<file path="src/rtl/alu_pkg.sv">
// Shared op codes, FSM states and helpers for the pipelined ALU with optional
// iterative multiply/divide unit.
package alu_pkg;

  localparam int ALU_OP_W = 4;

  typedef enum logic [ALU_OP_W-1:0] {
    OP_ADD  = 4'd0,
    OP_SUB  = 4'd1,
    OP_SLL  = 4'd2,
    OP_OR   = 4'd3,
    OP_AND  = 4'd4,
    OP_SLTU = 4'd5,
    OP_SLT  = 4'd6,
    OP_XOR  = 4'd7,
    OP_MUL  = 4'd8,
    OP_MULH = 4'd9,
    OP_DIVU = 4'd10,
    OP_REMU = 4'd11
  } op_e;

  typedef enum logic [1:0] {
    S_IDLE = 2'd0,
    S_BUSY = 2'd1,
    S_DONE = 2'd2
  } state_e;

  // Codes 8..11 form the multiply/divide group: bit1 selects divide, bit0 the high half.
  function automatic logic is_mdu_op(input logic [ALU_OP_W-1:0] op);
    return (op[3:2] == 2'b10);
  endfunction

endpackage

</file>
<file path="src/rtl/alu_mdu_iter.sv">
// Iterative unsigned multiply/divide, one bit per cycle: shift-add multiplier and
// restoring divider sharing a 2*WIDTH accumulator and a single WIDTH+1 adder.
module alu_mdu_iter #(
  parameter int WIDTH = 32
) (
  input  logic             CLK,
  input  logic             Reset,
  input  logic             i_start,
  input  logic             i_div,
  input  logic [WIDTH-1:0] i_a,
  input  logic [WIDTH-1:0] i_b,
  output logic             o_done,
  output logic [WIDTH-1:0] o_lo,
  output logic [WIDTH-1:0] o_hi
);

  localparam int SHW = $clog2(WIDTH);

  logic [2*WIDTH-1:0] r_acc;
  logic [WIDTH-1:0]   r_opnd;
  logic               r_div;
  logic               r_run;
  logic [SHW-1:0]     r_cnt;

  logic [WIDTH-1:0]   w_hi;
  logic [WIDTH-1:0]   w_lo;
  logic [WIDTH:0]     w_x;
  logic [WIDTH:0]     w_y;
  logic               w_cin;
  logic [WIDTH+1:0]   w_sum;
  logic [2*WIDTH-1:0] w_acc_nxt;

  assign w_hi = r_acc[2*WIDTH-1:WIDTH];
  assign w_lo = r_acc[WIDTH-1:0];

  // Multiply adds the multiplicand into the high half; divide subtracts the
  // divisor from the left-shifted partial remainder (carry out == no borrow).
  always_comb begin
    w_x   = {1'b0, w_hi};
    w_y   = {1'b0, r_opnd};
    w_cin = 1'b0;
    if (r_div) begin
      w_x   = {w_hi, w_lo[WIDTH-1]};
      w_y   = ~{1'b0, r_opnd};
      w_cin = 1'b1;
    end
  end

  assign w_sum = {1'b0, w_x} + {1'b0, w_y} + {{(WIDTH+1){1'b0}}, w_cin};

  always_comb begin
    w_acc_nxt = {1'b0, w_hi, w_lo[WIDTH-1:1]};
    if (r_div) begin
      if (w_sum[WIDTH+1])
        w_acc_nxt = {w_sum[WIDTH-1:0], w_lo[WIDTH-2:0], 1'b1};
      else
        w_acc_nxt = {r_acc[2*WIDTH-2:0], 1'b0};
    end else if (w_lo[0]) begin
      w_acc_nxt = {w_sum[WIDTH:0], w_lo[WIDTH-1:1]};
    end
  end

  always_ff @(posedge CLK or negedge Reset) begin
    if (!Reset) begin
      r_acc  <= '0;
      r_opnd <= '0;
      r_div  <= 1'b0;
      r_run  <= 1'b0;
      r_cnt  <= '0;
    end else if (i_start) begin
      r_acc  <= {{WIDTH{1'b0}}, (i_div ? i_a : i_b)};
      r_opnd <= i_div ? i_b : i_a;
      r_div  <= i_div;
      r_run  <= 1'b1;
      r_cnt  <= '0;
    end else if (r_run) begin
      r_acc <= w_acc_nxt;
      r_cnt <= r_cnt + SHW'(1);
      if (o_done)
        r_run <= 1'b0;
    end
  end

  // The final step's result is presented combinationally so the parent can
  // capture it on the same edge that retires the operation.
  assign o_done = r_run && (r_cnt == SHW'(WIDTH-1));
  assign o_lo   = w_acc_nxt[WIDTH-1:0];
  assign o_hi   = w_acc_nxt[2*WIDTH-1:WIDTH];

endmodule

</file>
<file path="src/rtl/alu_pipe_mdu.sv">
// Handshaked registered ALU; define ALU_MULDIV_EN to add the iterative
// unsigned multiply/divide unit for ops 8..11.
module alu_pipe_mdu
  import alu_pkg::*;
#(
  parameter int WIDTH = 32
) (
  input  logic                CLK,
  input  logic                Reset,
  input  logic                in_valid,
  output logic                in_ready,
  input  logic [ALU_OP_W-1:0] op,
  input  logic [WIDTH-1:0]    a,
  input  logic [WIDTH-1:0]    b,
  output logic                out_valid,
  input  logic                out_ready,
  output logic [WIDTH-1:0]    result,
  output logic                zero,
  output logic                busy
);

  localparam int SHW = $clog2(WIDTH);

  state_e           r_state;
  logic [WIDTH-1:0] r_result;
  logic             w_accept;

  function automatic logic [WIDTH-1:0] base_alu(input logic [ALU_OP_W-1:0] f_op,
                                                input logic [WIDTH-1:0]    f_a,
                                                input logic [WIDTH-1:0]    f_b);
    case (f_op)
      OP_ADD:  return f_a + f_b;
      OP_SUB:  return f_a - f_b;
      OP_SLL:  return f_b << f_a[SHW-1:0];
      OP_OR:   return f_a | f_b;
      OP_AND:  return f_a & f_b;
      OP_SLTU: return {{(WIDTH-1){1'b0}}, (f_a < f_b)};
      OP_SLT:  return {{(WIDTH-1){1'b0}}, ($signed(f_a) < $signed(f_b))};
      OP_XOR:  return f_a ^ f_b;
      OP_MUL, OP_MULH, OP_DIVU, OP_REMU: return '0;
      default: return f_a + f_b;
    endcase
  endfunction

  // A finished result may be retired and replaced in the same cycle.
  assign in_ready  = (r_state == S_IDLE) || ((r_state == S_DONE) && out_ready);
  assign w_accept  = in_valid && in_ready;
  assign out_valid = (r_state == S_DONE);
  assign result    = r_result;
  assign zero      = (r_state == S_DONE) && (r_result == '0);

`ifdef ALU_MULDIV_EN
  logic             r_sel_hi;
  logic             w_start;
  logic             w_mdu_done;
  logic [WIDTH-1:0] w_mdu_lo;
  logic [WIDTH-1:0] w_mdu_hi;

  assign w_start = w_accept && is_mdu_op(op);
  assign busy    = (r_state == S_BUSY);

  alu_mdu_iter #(
    .WIDTH (WIDTH)
  ) u_mdu (
    .CLK     (CLK),
    .Reset   (Reset),
    .i_start (w_start),
    .i_div   (op[1]),
    .i_a     (a),
    .i_b     (b),
    .o_done  (w_mdu_done),
    .o_lo    (w_mdu_lo),
    .o_hi    (w_mdu_hi)
  );

  always_ff @(posedge CLK or negedge Reset) begin
    if (!Reset) begin
      r_state  <= S_IDLE;
      r_result <= '0;
      r_sel_hi <= 1'b0;
    end else if (w_accept) begin
      if (is_mdu_op(op)) begin
        r_state  <= S_BUSY;
        r_sel_hi <= op[0];
      end else begin
        r_state  <= S_DONE;
        r_result <= base_alu(op, a, b);
      end
    end else if ((r_state == S_BUSY) && w_mdu_done) begin
      r_state  <= S_DONE;
      r_result <= r_sel_hi ? w_mdu_hi : w_mdu_lo;
    end else if ((r_state == S_DONE) && out_ready) begin
      r_state <= S_IDLE;
    end
  end
`else
  assign busy = 1'b0;

  always_ff @(posedge CLK or negedge Reset) begin
    if (!Reset) begin
      r_state  <= S_IDLE;
      r_result <= '0;
    end else if (w_accept) begin
      r_state  <= S_DONE;
      r_result <= base_alu(op, a, b);
    end else if ((r_state == S_DONE) && out_ready) begin
      r_state <= S_IDLE;
    end
  end
`endif

endmodule

</file>
<file path="config.mk">
export PLATFORM = sky130hd
export DESIGN_NAME = alu_pipe_mdu
export DESIGN_NICKNAME = d
export VERILOG_FILES = /design/src/rtl/alu_pkg.sv /design/src/rtl/alu_mdu_iter.sv /design/src/rtl/alu_pipe_mdu.sv
export SDC_FILE = /design/constraint.sdc
export NUM_CORES = 1
export LEC_CHECK = 0
export ABC_CLOCK_PERIOD_IN_PS = 2000
export CORE_AREA = 2 2 125 176
export DETAILED_ROUTE_END_ITERATION = 10
export DIE_AREA = 0 0 127 178
export PLACE_DENSITY = 0.7
export SYNTH_ARGS = -nofsm -noshare
export SYNTH_HDL_FRONTEND = slang
export SYNTH_SLANG_ARGS = --single-unit
</file>
<file path="constraint.sdc">
create_clock -name CLK -period 2 [get_ports CLK]
set_input_delay 0.4 -clock CLK [delete_from_list [all_inputs] [get_ports CLK]]
set_output_delay 0.4 -clock CLK [all_outputs]
set_load 0.01 [all_outputs]
</file>
==> impl_metrics.json <==
{
  "post-route-util": 0.7721,
  "p_seq_frac": 0.126,
  "tightest_slew_ps": 758.9,
  "nNetsFinal": 1939,
  "p_clk_frac": 0.125,
  "hold_class": "input port to async pin",
  "p_int_w": 0.003989,
  "syn_area_mm2": 0.008287,
  "htreeDepth": 2,
  "synth_top_area_share": 0.1449,
  "period_share": 1.428,
  "p_switching_w": 0.003088,
  "skew_ps": 7.795,
  "p_sw_frac": 0.4363,
  "period_minus_slack_ps": 2856,
  "synthMuxAreaShare": 0.09573,
  "power_density_mw_per_mm2": 437.2,
  "dp.final_hpwl_um": 36290,
  "grt_max_degree": 31,
  "cts_root_buffer": "clkbuf_16",
  "crit_path_start_kind": "input port",
  "layout_commonest_cell": "buf_4",
  "postSynth.asyncResetShare": 1.000,
  "synthAdderAreaFrac": 0.1498,
  "cp.depth": 16,
  "synth_edf_count": 0,
  "grt_first_pass_wirelength_um": 71420,
  "ir_drop_mv": 0.2660,
  "p_total_w": 0.007077,
  "areaGrowthSynthToFinish_pct": 95.36,
  "die_w_um": 127,
  "wirelength_um": 49500,
  "slew_violations": 0,
  "yosysTopAreaCell": "ha_1",
  "setup_viol": 29,
  "status": "complete, but fails checks",
  "placed_cells": 1915,
  "core-area_mm2": 0.02097,
  "yosysSeqAreaShare": 0.09965,
  "final_critical_path_setup_slack_ps": -855.8,
  "arrival_ps": 3030,
  "start_util": 0.3952,
  "die_area_mm2": 0.02261,
  "portBuffers": 106,
  "violations": "setup timing",
  "crit_chain": "buf_12 -> buf_12 -> inv_8 -> ha_4 -> fa_2 -> nor2_4 -> o211ai_4 -> a2111oi_4 -> buf_4 -> nor2_4 -> a2111oi_4 -> buf_4 -> buf_6 -> or3_1 -> a31oi_1 -> o22a_1",
  "grt.overflow.total": 0,
  "cpPeakStageDelay_ps": 360,
  "synth-xor-area-share": 0.02114,
  "cts_tree": "yes",
  "layout_common_cells": "504 x buf_4, 105 x nor2_1, 78 x a21oi_1, 77 x nand2_1, 70 x buf_6",
  "wl_per_cell_um": 24.39,
  "relSlewSlack": 0.4796,
  "drt_iter0_drc": 1138,
  "endpoint": "result[28]$_DFFE_PN0P_",
  "reg2reg_to": "result[22]$_DFFE_PN0P_",
  "drive_above_1_share": 0.5537,
  "cpMaxStageDelayCell": "fa_2",
  "fp-row-count": 63,
  "dr.pass1.iters": 7,
  "worst-path-buf-inv": 6,
  "r2r_cells": 8,
  "synth_top_family_by_area": "compound AO/OA/AOI/OAI gates",
  "worst-path-max-fanout": 4,
  "r2r_start": "r_state[1]$_DFFE_PN0P_",
  "cts_buffer_depth": 2,
  "antennaDiodeCount": 0,
  "synth_nets": 1318,
  "end_kind": "flop",
  "synthesis.instances": 1148,
  "synth_cell_type_count": 90,
  "fmax_mhz": 350.2,
  "ant_nets": 0,
  "path_clk_slew_ps": 70,
  "cts.sinks": 33,
  "power_frac_comb": 0.750,
  "drc": 0,
  "insertion_delay_ps": 290,
  "synth_ff_type": "dfrtp_1",
  "grt.total_usage": 0.4129,
  "synth-seq-cells": 33,
  "yosys.area_share.simple": 0.2046,
  "synthTopCellsByArea": "ha_1 14%, dfrtp_1 10%, a21oi_1 6.7%",
  "syn_area_per_cell_um2": 7.218,
  "io_pins": 108,
  "required_ps": 2170,
  "rsz0062_at_grt": "yes",
  "vias": 12430,
  "fin_cells": 2030,
  "antenna_found_initial": 0,
  "gp_congestion": 1.035,
  "timing.critical_path.max_delay_family": "compound AO/OA/AOI/OAI gates",
  "yosysWarnings": 0,
  "synth-compound-area-share": 0.3411,
  "path_class": "input port to flop",
  "cts_buffers": 5,
  "vias_per_cell": 6.125,
  "die_height_um": 178,
  "leakage_nw": 7.240,
  "final_hold_viol_count": 0,
  "cap_violations": 0,
  "crit_path_start": "a[0]",
  "regToRegSetupSlack_ps": -190,
  "grt_pass1_vias": 12320
}
-- through the flow --
stage | setup TNS (ps) | hold WS (ps) | setup WS [ps] | cell area (um^2)
2_1_floorplan | -16070 | 104.4 | -1065 | 8576
3_3_place_gp | -40860 | 380.7 | -1923 | 13180
3_5_place_dp | -41360 | 379.8 | -1943 | 13180
4_1_cts | -13240 | 77.97 | -803.2 | 15640
5_1_grt | -19210 | 94.41 | -977.2 | 16190
6_report | -17020 | 71.49 | -855.8 | 16190
-- layout make-up --
cell class	instances	area, um^2
Multi-Input combinational cell	940	8591
Clock inverter	1	5.005
Timing Repair Buffer	692	5872
Inverter	97	417.9
Fill cell	1481	4778
Tap cell	260	325.3
Sequential cell	33	825.8
Clock buffer	7	152.6
-- how the worst min path moves through the flow --
stage / from / end / slack, ps
after global routing: Reset / result[11]$_DFFE_PN0P_ / 90
final: Reset / result[11]$_DFFE_PN0P_ / 70
after floorplan: Reset / r_state[1]$_DFFE_PN0P_ / 100
after global placement: Reset / result[29]$_DFFE_PN0P_ / 380
after detailed placement: Reset / result[25]$_DFFE_PN0P_ / 380
after CTS: Reset / result[11]$_DFFE_PN0P_ / 80
-- per-layer routing --
layer	GRT usage	wire, um	part of all wire
met2	0.7142	23430	0.47
met3	0.05639	4129	0.083
met1	0.4701	17390	0.35
met5	0	0	0
met4	0.2830	4549	0.092
-- sequential cells by signal, indices dropped and copies added (netlist names) --
name     cells
result      32
r_state      1
-- power groups by stage --
stage | Sequential, W | Combinational, W | Clock, W
floorplan | 0.000946 | 0.00173 | 0
global placement | 0.000879 | 0.00403 | 0
detailed placement | 0.000881 | 0.00404 | 0
CTS | 0.000877 | 0.00490 | 0.000873
global route | 0.000902 | 0.00554 | 0.000902
finish | 0.000889 | 0.00531 | 0.000882
-- synthesized netlist by cell type, drive strengths merged, types with 14 or more instances --
cell type / instances
nor2: 127
a21oi: 112
ha: 96
inv: 96
nand2: 85
o21ai: 75
clkbuf: 44
o211ai: 38
buf: 34
dfrtp: 33
mux2i: 32
nand3: 27
a211oi: 23
nor3: 23
a221oi: 21
nor4: 21
xnor2: 17
nand2b: 16
mux2: 14
mux4: 14
-- cell families (layout without fill, tap and decap cells) --
group	Yosys count	count (layout)
and+or+nand+nor	355	355
DFF	33	33
adders and majority gates	98	98
other	1	1
buffers and inverters	175	797
AOI/OAI and AO/OA	406	406
xor gates and xnor gates	20	20
muxes	60	60
-- timing repair --
action                                  4_1_cts  5_1_grt
gates resized for setup                     577       77
cloned                                        3        0
pin swaps                                   171       66
endpoints found under the setup margin       34       32
hold buffers                                  0        0
buffers inserted                             87       29
Power figures use the tool's default switching activity.
